`src/rtl/ccm_pkg.sv`:
```
// Shared definitions for the CCM output writeback stage: beat geometry,
// the writeback FSM state type and the lane-slice helper.
package ccm_pkg;

  localparam int DATA_W = 16;
  localparam int LANES  = 16;
  localparam int ROWS   = 2;
  localparam int ADDR_W = 20;
  localparam int BEAT_W = ROWS * LANES * DATA_W;

  typedef enum logic [2:0] {
    IDLE  = 3'd0,
    CAPT  = 3'd1,
    WRITE = 3'd2,
    ADV   = 3'd3,
    DONE  = 3'd4
  } wb_state_e;

  // Lane n of a beat: lanes 0..15 are row r0, lanes 16..31 are row r0+1.
  function automatic logic [DATA_W-1:0] lane_slice(input logic [BEAT_W-1:0] beat,
                                                   input logic [4:0]        lane);
    return beat[int'(lane)*DATA_W +: DATA_W];
  endfunction

endpackage

```
`src/rtl/ccm_wb_addr_gen.sv`:
```
// Position tracking for the output writeback: kernel / row-pair / column-block
// counters, per-lane valid mask and output address. Row addresses are built
// incrementally (rowbase advances by 2*OW per row pair); the only multiply is
// the plane size, evaluated once when the operation starts.
module ccm_wb_addr_gen
  import ccm_pkg::*;
(
  input  logic              clk,
  input  logic              rst,
  input  logic              i_start,
  input  logic [8:0]        i_cfg_width,
  input  logic [8:0]        i_cfg_height,
  input  logic [9:0]        i_cfg_num_kernel,
  input  logic [2:0]        i_cfg_kern_size,
  input  logic [ADDR_W-1:0] i_base_addr,
  input  logic [4:0]        i_lane,
  input  logic              i_adv,
  output logic              o_lane_valid,
  output logic [ADDR_W-1:0] o_addr,
  output logic              o_last
);

  logic [8:0]        r_ow;
  logic [8:0]        r_oh;
  logic [ADDR_W-1:0] r_plane;
  logic [9:0]        r_nk;
  logic [9:0]        r_c0;
  logic [9:0]        r_r0;
  logic [9:0]        r_kern;
  logic [ADDR_W-1:0] r_kbase;
  logic [ADDR_W-1:0] r_rowbase;

  logic [8:0]        w_ow;
  logic [8:0]        w_oh;
  logic [ADDR_W-1:0] w_plane;
  logic              w_row;
  logic [3:0]        w_col;
  logic [9:0]        w_cpos;
  logic [9:0]        w_rpos;
  logic [9:0]        w_c0_next;
  logic [9:0]        w_r0_next;
  logic [9:0]        w_kern_next;
  logic              w_col_wrap;
  logic              w_row_wrap;
  logic              w_kern_wrap;
  logic [ADDR_W-1:0] w_row_off;
  logic [ADDR_W-1:0] w_pair_step;
  logic [ADDR_W-1:0] w_next_kbase;

  // Output map size from the live configuration, captured at start.
  assign w_ow    = i_cfg_width  - 9'(i_cfg_kern_size) + 9'd1;
  assign w_oh    = i_cfg_height - 9'(i_cfg_kern_size) + 9'd1;
  assign w_plane = ADDR_W'(w_ow) * ADDR_W'(w_oh);

  // Current lane position within the output map.
  assign w_row  = i_lane[4];
  assign w_col  = i_lane[3:0];
  assign w_cpos = r_c0 + 10'(w_col);
  assign w_rpos = r_r0 + 10'(w_row);

  assign o_lane_valid = (w_cpos < 10'(r_ow)) && (w_rpos < 10'(r_oh));

  assign w_row_off = w_row ? ADDR_W'(r_ow) : '0;
  assign o_addr    = r_rowbase + w_row_off + ADDR_W'(w_cpos);

  // Wrap detection for the traversal: column block inner, row pair, kernel outer.
  assign w_c0_next    = r_c0 + 10'd16;
  assign w_r0_next    = r_r0 + 10'd2;
  assign w_kern_next  = r_kern + 10'd1;
  assign w_col_wrap   = w_c0_next >= 10'(r_ow);
  assign w_row_wrap   = w_r0_next >= 10'(r_oh);
  assign w_kern_wrap  = w_kern_next >= r_nk;
  assign w_pair_step  = ADDR_W'({r_ow, 1'b0});
  assign w_next_kbase = r_kbase + r_plane;

  assign o_last = w_col_wrap && w_row_wrap && w_kern_wrap;

  // Latch geometry at start, then step the position once per beat.
  always_ff @(posedge clk or posedge rst) begin
    if (rst) begin
      r_ow      <= '0;
      r_oh      <= '0;
      r_plane   <= '0;
      r_nk      <= '0;
      r_c0      <= '0;
      r_r0      <= '0;
      r_kern    <= '0;
      r_kbase   <= '0;
      r_rowbase <= '0;
    end else if (i_start) begin
      r_ow      <= w_ow;
      r_oh      <= w_oh;
      r_plane   <= w_plane;
      r_nk      <= i_cfg_num_kernel;
      r_c0      <= '0;
      r_r0      <= '0;
      r_kern    <= '0;
      r_kbase   <= i_base_addr;
      r_rowbase <= i_base_addr;
    end else if (i_adv) begin
      if (!w_col_wrap) begin
        r_c0 <= w_c0_next;
      end else begin
        r_c0 <= '0;
        if (!w_row_wrap) begin
          r_r0      <= w_r0_next;
          r_rowbase <= r_rowbase + w_pair_step;
        end else begin
          r_r0      <= '0;
          r_kern    <= w_kern_next;
          r_kbase   <= w_next_kbase;
          r_rowbase <= w_next_kbase;
        end
      end
    end
  end

endmodule

```
`src/rtl/ccm_output_writeback.sv`:
```
// CCM output writeback: buffers one 512-bit MAC beat at a time and serialises
// it into 16-bit writes to the output feature-map memory, skipping lanes that
// fall outside the output map.
// Optional build macro CCM_WB_RELU_EN: clamp negative lane values to zero on write.
//
// Handshakes: a beat moves when PRE_TAKE_VLD && PRE_TAKE_RDY at a rising edge;
// a write completes when outMem_WR_REQ && outMem_WR_GRANT at a rising edge.
// While REQ is high without GRANT, Addr and Data are held unchanged.
module ccm_output_writeback
  import ccm_pkg::*;
(
  input  logic              clk,
  input  logic              rst,
  input  logic              op_start,
  output logic              busy,
  output logic              done,
  input  logic [BEAT_W-1:0] MAC_OUT,
  input  logic              PRE_TAKE_VLD,
  output logic              PRE_TAKE_RDY,
  output logic              outMem_WR_REQ,
  input  logic              outMem_WR_GRANT,
  output logic [ADDR_W-1:0] outMem_WR_Addr,
  output logic [DATA_W-1:0] outMem_WR_Data,
  input  logic [ADDR_W-1:0] out_base_addr,
  input  logic [8:0]        CFG_WIDTH,
  input  logic [8:0]        CFG_HEIGHT,
  input  logic [9:0]        CFG_NUM_KERNEL,
  input  logic [2:0]        CFG_KERN_SIZE,
  output logic [2:0]        o_dbg_state
);

  wb_state_e         r_state;
  wb_state_e         w_state_next;
  logic [4:0]        r_lane;
  logic [BEAT_W-1:0] r_beat;

  logic              w_start;
  logic              w_capture;
  logic              w_lane_step;
  logic              w_adv;
  logic              w_lane_valid;
  logic              w_last;
  logic [ADDR_W-1:0] w_addr;
  logic [DATA_W-1:0] w_lane_data;
  logic [DATA_W-1:0] w_wr_data;
  logic              w_req;

  ccm_wb_addr_gen u_addr_gen (
    .clk              (clk),
    .rst              (rst),
    .i_start          (w_start),
    .i_cfg_width      (CFG_WIDTH),
    .i_cfg_height     (CFG_HEIGHT),
    .i_cfg_num_kernel (CFG_NUM_KERNEL),
    .i_cfg_kern_size  (CFG_KERN_SIZE),
    .i_base_addr      (out_base_addr),
    .i_lane           (r_lane),
    .i_adv            (w_adv),
    .o_lane_valid     (w_lane_valid),
    .o_addr           (w_addr),
    .o_last           (w_last)
  );

  assign w_lane_data = lane_slice(r_beat, r_lane);

`ifdef CCM_WB_RELU_EN
  assign w_wr_data = w_lane_data[DATA_W-1] ? '0 : w_lane_data;
`else
  assign w_wr_data = w_lane_data;
`endif

  // Outputs depend only on registered state, so reset clears them immediately.
  assign w_req          = (r_state == WRITE) && w_lane_valid;
  assign outMem_WR_REQ  = w_req;
  assign outMem_WR_Addr = w_req ? w_addr : '0;
  assign outMem_WR_Data = w_req ? w_wr_data : '0;
  assign PRE_TAKE_RDY   = (r_state == CAPT);
  assign busy           = (r_state != IDLE) && (r_state != DONE);
  assign done           = (r_state == DONE);
  assign o_dbg_state    = r_state;

  // Next-state and control strobes for the capture / write / advance loop.
  always_comb begin
    w_state_next = r_state;
    w_start      = 1'b0;
    w_capture    = 1'b0;
    w_lane_step  = 1'b0;
    w_adv        = 1'b0;
    case (r_state)
      IDLE: begin
        if (op_start) begin
          w_start      = 1'b1;
          w_state_next = CAPT;
        end
      end
      CAPT: begin
        if (PRE_TAKE_VLD) begin
          w_capture    = 1'b1;
          w_state_next = WRITE;
        end
      end
      WRITE: begin
        // Out-of-map lanes retire in one cycle; valid lanes wait for GRANT.
        if (!w_lane_valid || outMem_WR_GRANT) begin
          w_lane_step = 1'b1;
          if (r_lane == 5'd31) begin
            w_state_next = ADV;
          end
        end
      end
      ADV: begin
        w_adv        = 1'b1;
        w_state_next = w_last ? DONE : CAPT;
      end
      DONE: begin
        w_state_next = IDLE;
      end
      default: begin
        w_state_next = IDLE;
      end
    endcase
  end

  // State register.
  always_ff @(posedge clk or posedge rst) begin
    if (rst) begin
      r_state <= IDLE;
    end else begin
      r_state <= w_state_next;
    end
  end

  // Beat buffer and lane pointer.
  always_ff @(posedge clk or posedge rst) begin
    if (rst) begin
      r_lane <= '0;
      r_beat <= '0;
    end else if (w_capture) begin
      r_lane <= '0;
      r_beat <= MAC_OUT;
    end else if (w_lane_step) begin
      r_lane <= r_lane + 5'd1;
    end
  end

endmodule

```
`config.mk`:
```
export PLATFORM = sky130hd
export DESIGN_NAME = ccm_output_writeback
export DESIGN_NICKNAME = d
export VERILOG_FILES = /design/src/rtl/ccm_pkg.sv /design/src/rtl/ccm_wb_addr_gen.sv /design/src/rtl/ccm_output_writeback.sv
export SDC_FILE = /design/constraint.sdc
export NUM_CORES = 2
export LEC_CHECK = 0
export ABC_AREA = 1
export CORE_AREA = 3 3 311 313
export DETAILED_ROUTE_END_ITERATION = 12
export DIE_AREA = 0 0 314 316
export PLACE_DENSITY = 0.73
export SLEW_MARGIN = 20
export SYNTH_ARGS = -nofsm -noshare
export SYNTH_HDL_FRONTEND = slang
export SYNTH_HIERARCHICAL = 1
export SYNTH_SLANG_ARGS = --single-unit
```
`constraint.sdc`:
```
create_clock -name clk -period 46.7 [get_ports clk]
set_input_delay 9.34 -clock clk [delete_from_list [all_inputs] [get_ports clk]]
set_output_delay 9.34 -clock clk [all_outputs]
set_load 0.1 [all_outputs]
```
==> impl_summary.log <==
[metrics] outcome: complete, no violations
[metrics] worst supply voltage drop on vdd: approximately 62 uV
[metrics] Vias per Instance: 5.07
[metrics] number of cell rows: 113
[metrics] core area: around 95,000 sq um
[metrics] type of element launching the critical path: flip-flop
[metrics] clock root buffer: clkbuf_16
[metrics] global-route wire length before repair: between 200 and 250 mm
[metrics] Total Routed Length: 138 mm
[metrics] number of nets still failing antenna checks after routing: 0
[metrics] layout cells sized above 1: under 10%
[metrics] depth of the CTS H-tree: 3
[metrics] combined area of all synthesized cells: 37,500 sq um
[metrics] footprint of the multi-input gates: ~18,000 sq um
[metrics] yosys warns: 6
[metrics] worst reg2reg endpoint: r_beat[132]
[metrics] sequential element share of the synthesized area: 42.1%
[metrics] RSZ-0062 raised after global routing: no
[metrics] worst reg2reg path startpoint: o_dbg_state[2]
[metrics] startpoint of the most critical hold path: r_beat[257]
[metrics] HPWL Detailed: 101 mm
[metrics] launch point of the critical path: r_lane[0]
[metrics] Setup crit end: outMem_WR_Data[14]
[metrics] Yosys reg bits: between 600 and 700
[metrics] clock tree from TritonCTS: yes
[metrics] Critical Path End Type: output port
[metrics] setup slack of the critical path after layout: 31.38 ns
[metrics] number of clock buffers inserted by TritonCTS: 76
[metrics] initial antenna violation count: 34
[metrics] CTS clock-pin slew for the worst setup and hold paths: 0.06 ns
[metrics] Tightest Pin Transition: 1.22 ns
[metrics] maximum clock path buffer count: 3
[metrics] number of placed instances with taps included: 6,842
[metrics] hold violation total from the final report: 0
[metrics] violation count after the first detailed-route iteration: about 3,900
[metrics] part of the cycle the worst path needs: 32.8%
[metrics] Max-Cap Viols: 0
[metrics] via count of the first global-routing pass: 34,200
[metrics] Post-Syn Instances: 5,207
[metrics] area of the die: 99,200 sq um
[metrics] Static Leak: ~0.024 uW
[metrics] number of failing setup endpoints in the final timing report: 0
[metrics] number of cells on the worst reg-to-reg path: 8
[metrics] Fmax achieved: 65.3 MHz
[metrics] DRC violation count after routing: 0
[metrics] sum of negative setup slack: 0 ns
[metrics] Layout Nets: about 6,400
[metrics] worst setup skew after layout: about 0.031 ns
[metrics] Max FO, Critical Path: 83
[metrics] number of top-level pins: 611
[metrics] Post-CTS Repair Setup Buffers: 0
[metrics] cts-stage hold buffer count: 0
[metrics] DP Worst Slack: 30.87 ns
[metrics] Placer Congestion: 0.929
[metrics] time the final worst path needs with I/O delays and setup: around 15 ns
[metrics] vias: 35,600
[metrics] commonest cells after routing, fill and taps aside: nand2_1, inv_1, dfrtp_1
[metrics] final cell count without fillers: 7,013
[metrics] floorplan die width: ~310 um
[metrics] Worst Hold Margin: ~0.47 ns
[metrics] die outline height: 316 um
[metrics] Overflow after GRT: 0
[metrics] detail-routed net length per standard cell: around 20 um
[metrics] aggregate global-route resource usage: around 28%
[metrics] Syn Area/Cell: slightly above 7 sq um
[metrics] worst hold path class: reg2reg
[metrics] count of different cell masters after synthesis: 53
[metrics] post-synthesis to final-layout area growth: 24.9%
[metrics] clock sink total: 631
[metrics] most frequent standard cell in the layout excluding fill and tap cells: nand2_1
[metrics] maximum number of pins on one net before global-route repair: 222
[metrics] setup slack, reg-to-reg: 42.30 ns
[metrics] max-slew violation count: 0
[metrics] slew margin rel.: 18.1%
[metrics] detailed-router iteration count before antenna repair: 5
[metrics] count of buffers from port buffering: 610
[metrics] Initial Util: 39.6%
[metrics] total of fill cells in the finished design: just over 9,000
[metrics] Worst-Skew Late Latency: approximately 0.65 ns
[metrics] post-cts sizing count: 0
[metrics] total nets after synthesis: 5,980
[metrics] data required time at the worst endpoint: 37.36 ns
[metrics] power per unit of standard cell area: 71.2 nW/um^2
[metrics] critical path type: reg2out
[metrics] Storage cell area: 15,800 sq um
[metrics] CP arrival: 5.98 ns
-- layout make-up --
cell class                      instances  area share (%)
Antenna cell                           30           0.160
Timing Repair Buffer                  636            13.6
Sequential cell                       631            33.7
Clock inverter                         31           0.911
Multi-Input combinational cell       3656            38.3
Clock buffer                          110            4.68
Inverter                              654            5.30
Tap cell                             1265            3.38
-- how the worst min path moves through the flow --
stage,end,slack (ns),cells after the start
floorplan,r_beat[11],0.44,2
global placement,r_beat[295],0.45,2
detailed placement,r_beat[295],0.45,2
CTS,r_beat[297],0.47,2
global route,r_beat[265],0.48,2
finish,r_beat[257],0.47,2
-- state kept, by name (all words and copies together), names as in the netlist --
signal	count
u_addr_gen/r_c0	6
r_lane	5
u_addr_gen/r_rowbase	20
u_addr_gen/r_r0	9
r_beat	512
u_addr_gen/r_kbase	20
u_addr_gen/r_kern	10
o_dbg_state	3
u_addr_gen/r_nk	10
u_addr_gen/r_ow	9
u_addr_gen/r_plane	18
u_addr_gen/r_oh	9
-- where the power goes --
part           switching, uW  internal, uW
combinational           1190           584
sequential               133           800
clock                    253           369
total                   1580          1750
-- worst max-delay path: stages (launching register included) --
cell             delay (ns)
dfrtp_4                0.67
inv_8                  0.49
buf_4                  0.78
buf_4                  0.85
nand2_1                0.14
nand3_1                0.11
nand3_1                0.29
nand2_1                0.19
nor2_1                 0.07
nand2_1                0.07
nand2_1                0.07
nor2_1                 0.24
clkdlybuf4s50_1        1.22
-- metal layers --
layer	up-vias	global-route usage [%]	part of all wire, %
met5	-	0	0.030
met4	6	12.9	4.4
met3	243	4.94	7.3
met2	1380	41.4	44
met1	16900	38.5	44
li1	17000	-	-
-- cell usage after synthesis (all sizes together) --
master | number | area [sq um]
o21ai | 438 | 2210
xnor2 | 20 | 175
o21bai | 3 | 22.5
o211ai | 4 | 30.0
or2 | 9 | 56.3
a21oi | 97 | 497
o31ai | 1 | 7.51
inv | 651 | 2440
nor3b | 1 | 7.51
nand3b | 8 | 60.1
nand3 | 413 | 2070
nand4 | 21 | 146
dfrtp | 631 | 15800
a21o | 5 | 37.5
clkinv | 3 | 12.5
fa | 64 | 1280
o22ai | 6 | 37.5
xor2 | 44 | 385
a31o | 1 | 8.76
nor4 | 4 | 25.0
nand2 | 1998 | 7520
o311ai | 1 | 8.76
a21boi | 2 | 15.0
buf | 176 | 987
nor3 | 12 | 70.1
mux2 | 1 | 11.3
ha | 141 | 1760
o221ai | 1 | 8.76
a22oi | 1 | 7.51
nor2 | 346 | 1350
clkbuf | 90 | 338
a31oi | 6 | 37.5
and2 | 5 | 31.3
o2111ai | 3 | 26.3
-- stage by stage --
step	instance area (sq um)	utilization (%)	power (uW)
3_5_place_dp	44100	46.7	2690
6_report	46800	49.5	3330
5_1_grt	46800	49.5	3620
2_1_floorplan	37500	-	2210
4_1_cts	46700	49.4	3330
3_3_place_gp	44100	46.7	2660
-- cells by family after synthesis --
kind of cell               synth area share [%]
buffers and inverters                      10.1
xor gates and xnor gates                   1.50
AOI/OAI and AO/OA                          7.87
DFF                                        42.1
and+or+nand+nor                            30.3
muxes                                    0.0300
adders and majority gates                  8.13
Note: power is estimated with default switching activity, not from simulation.
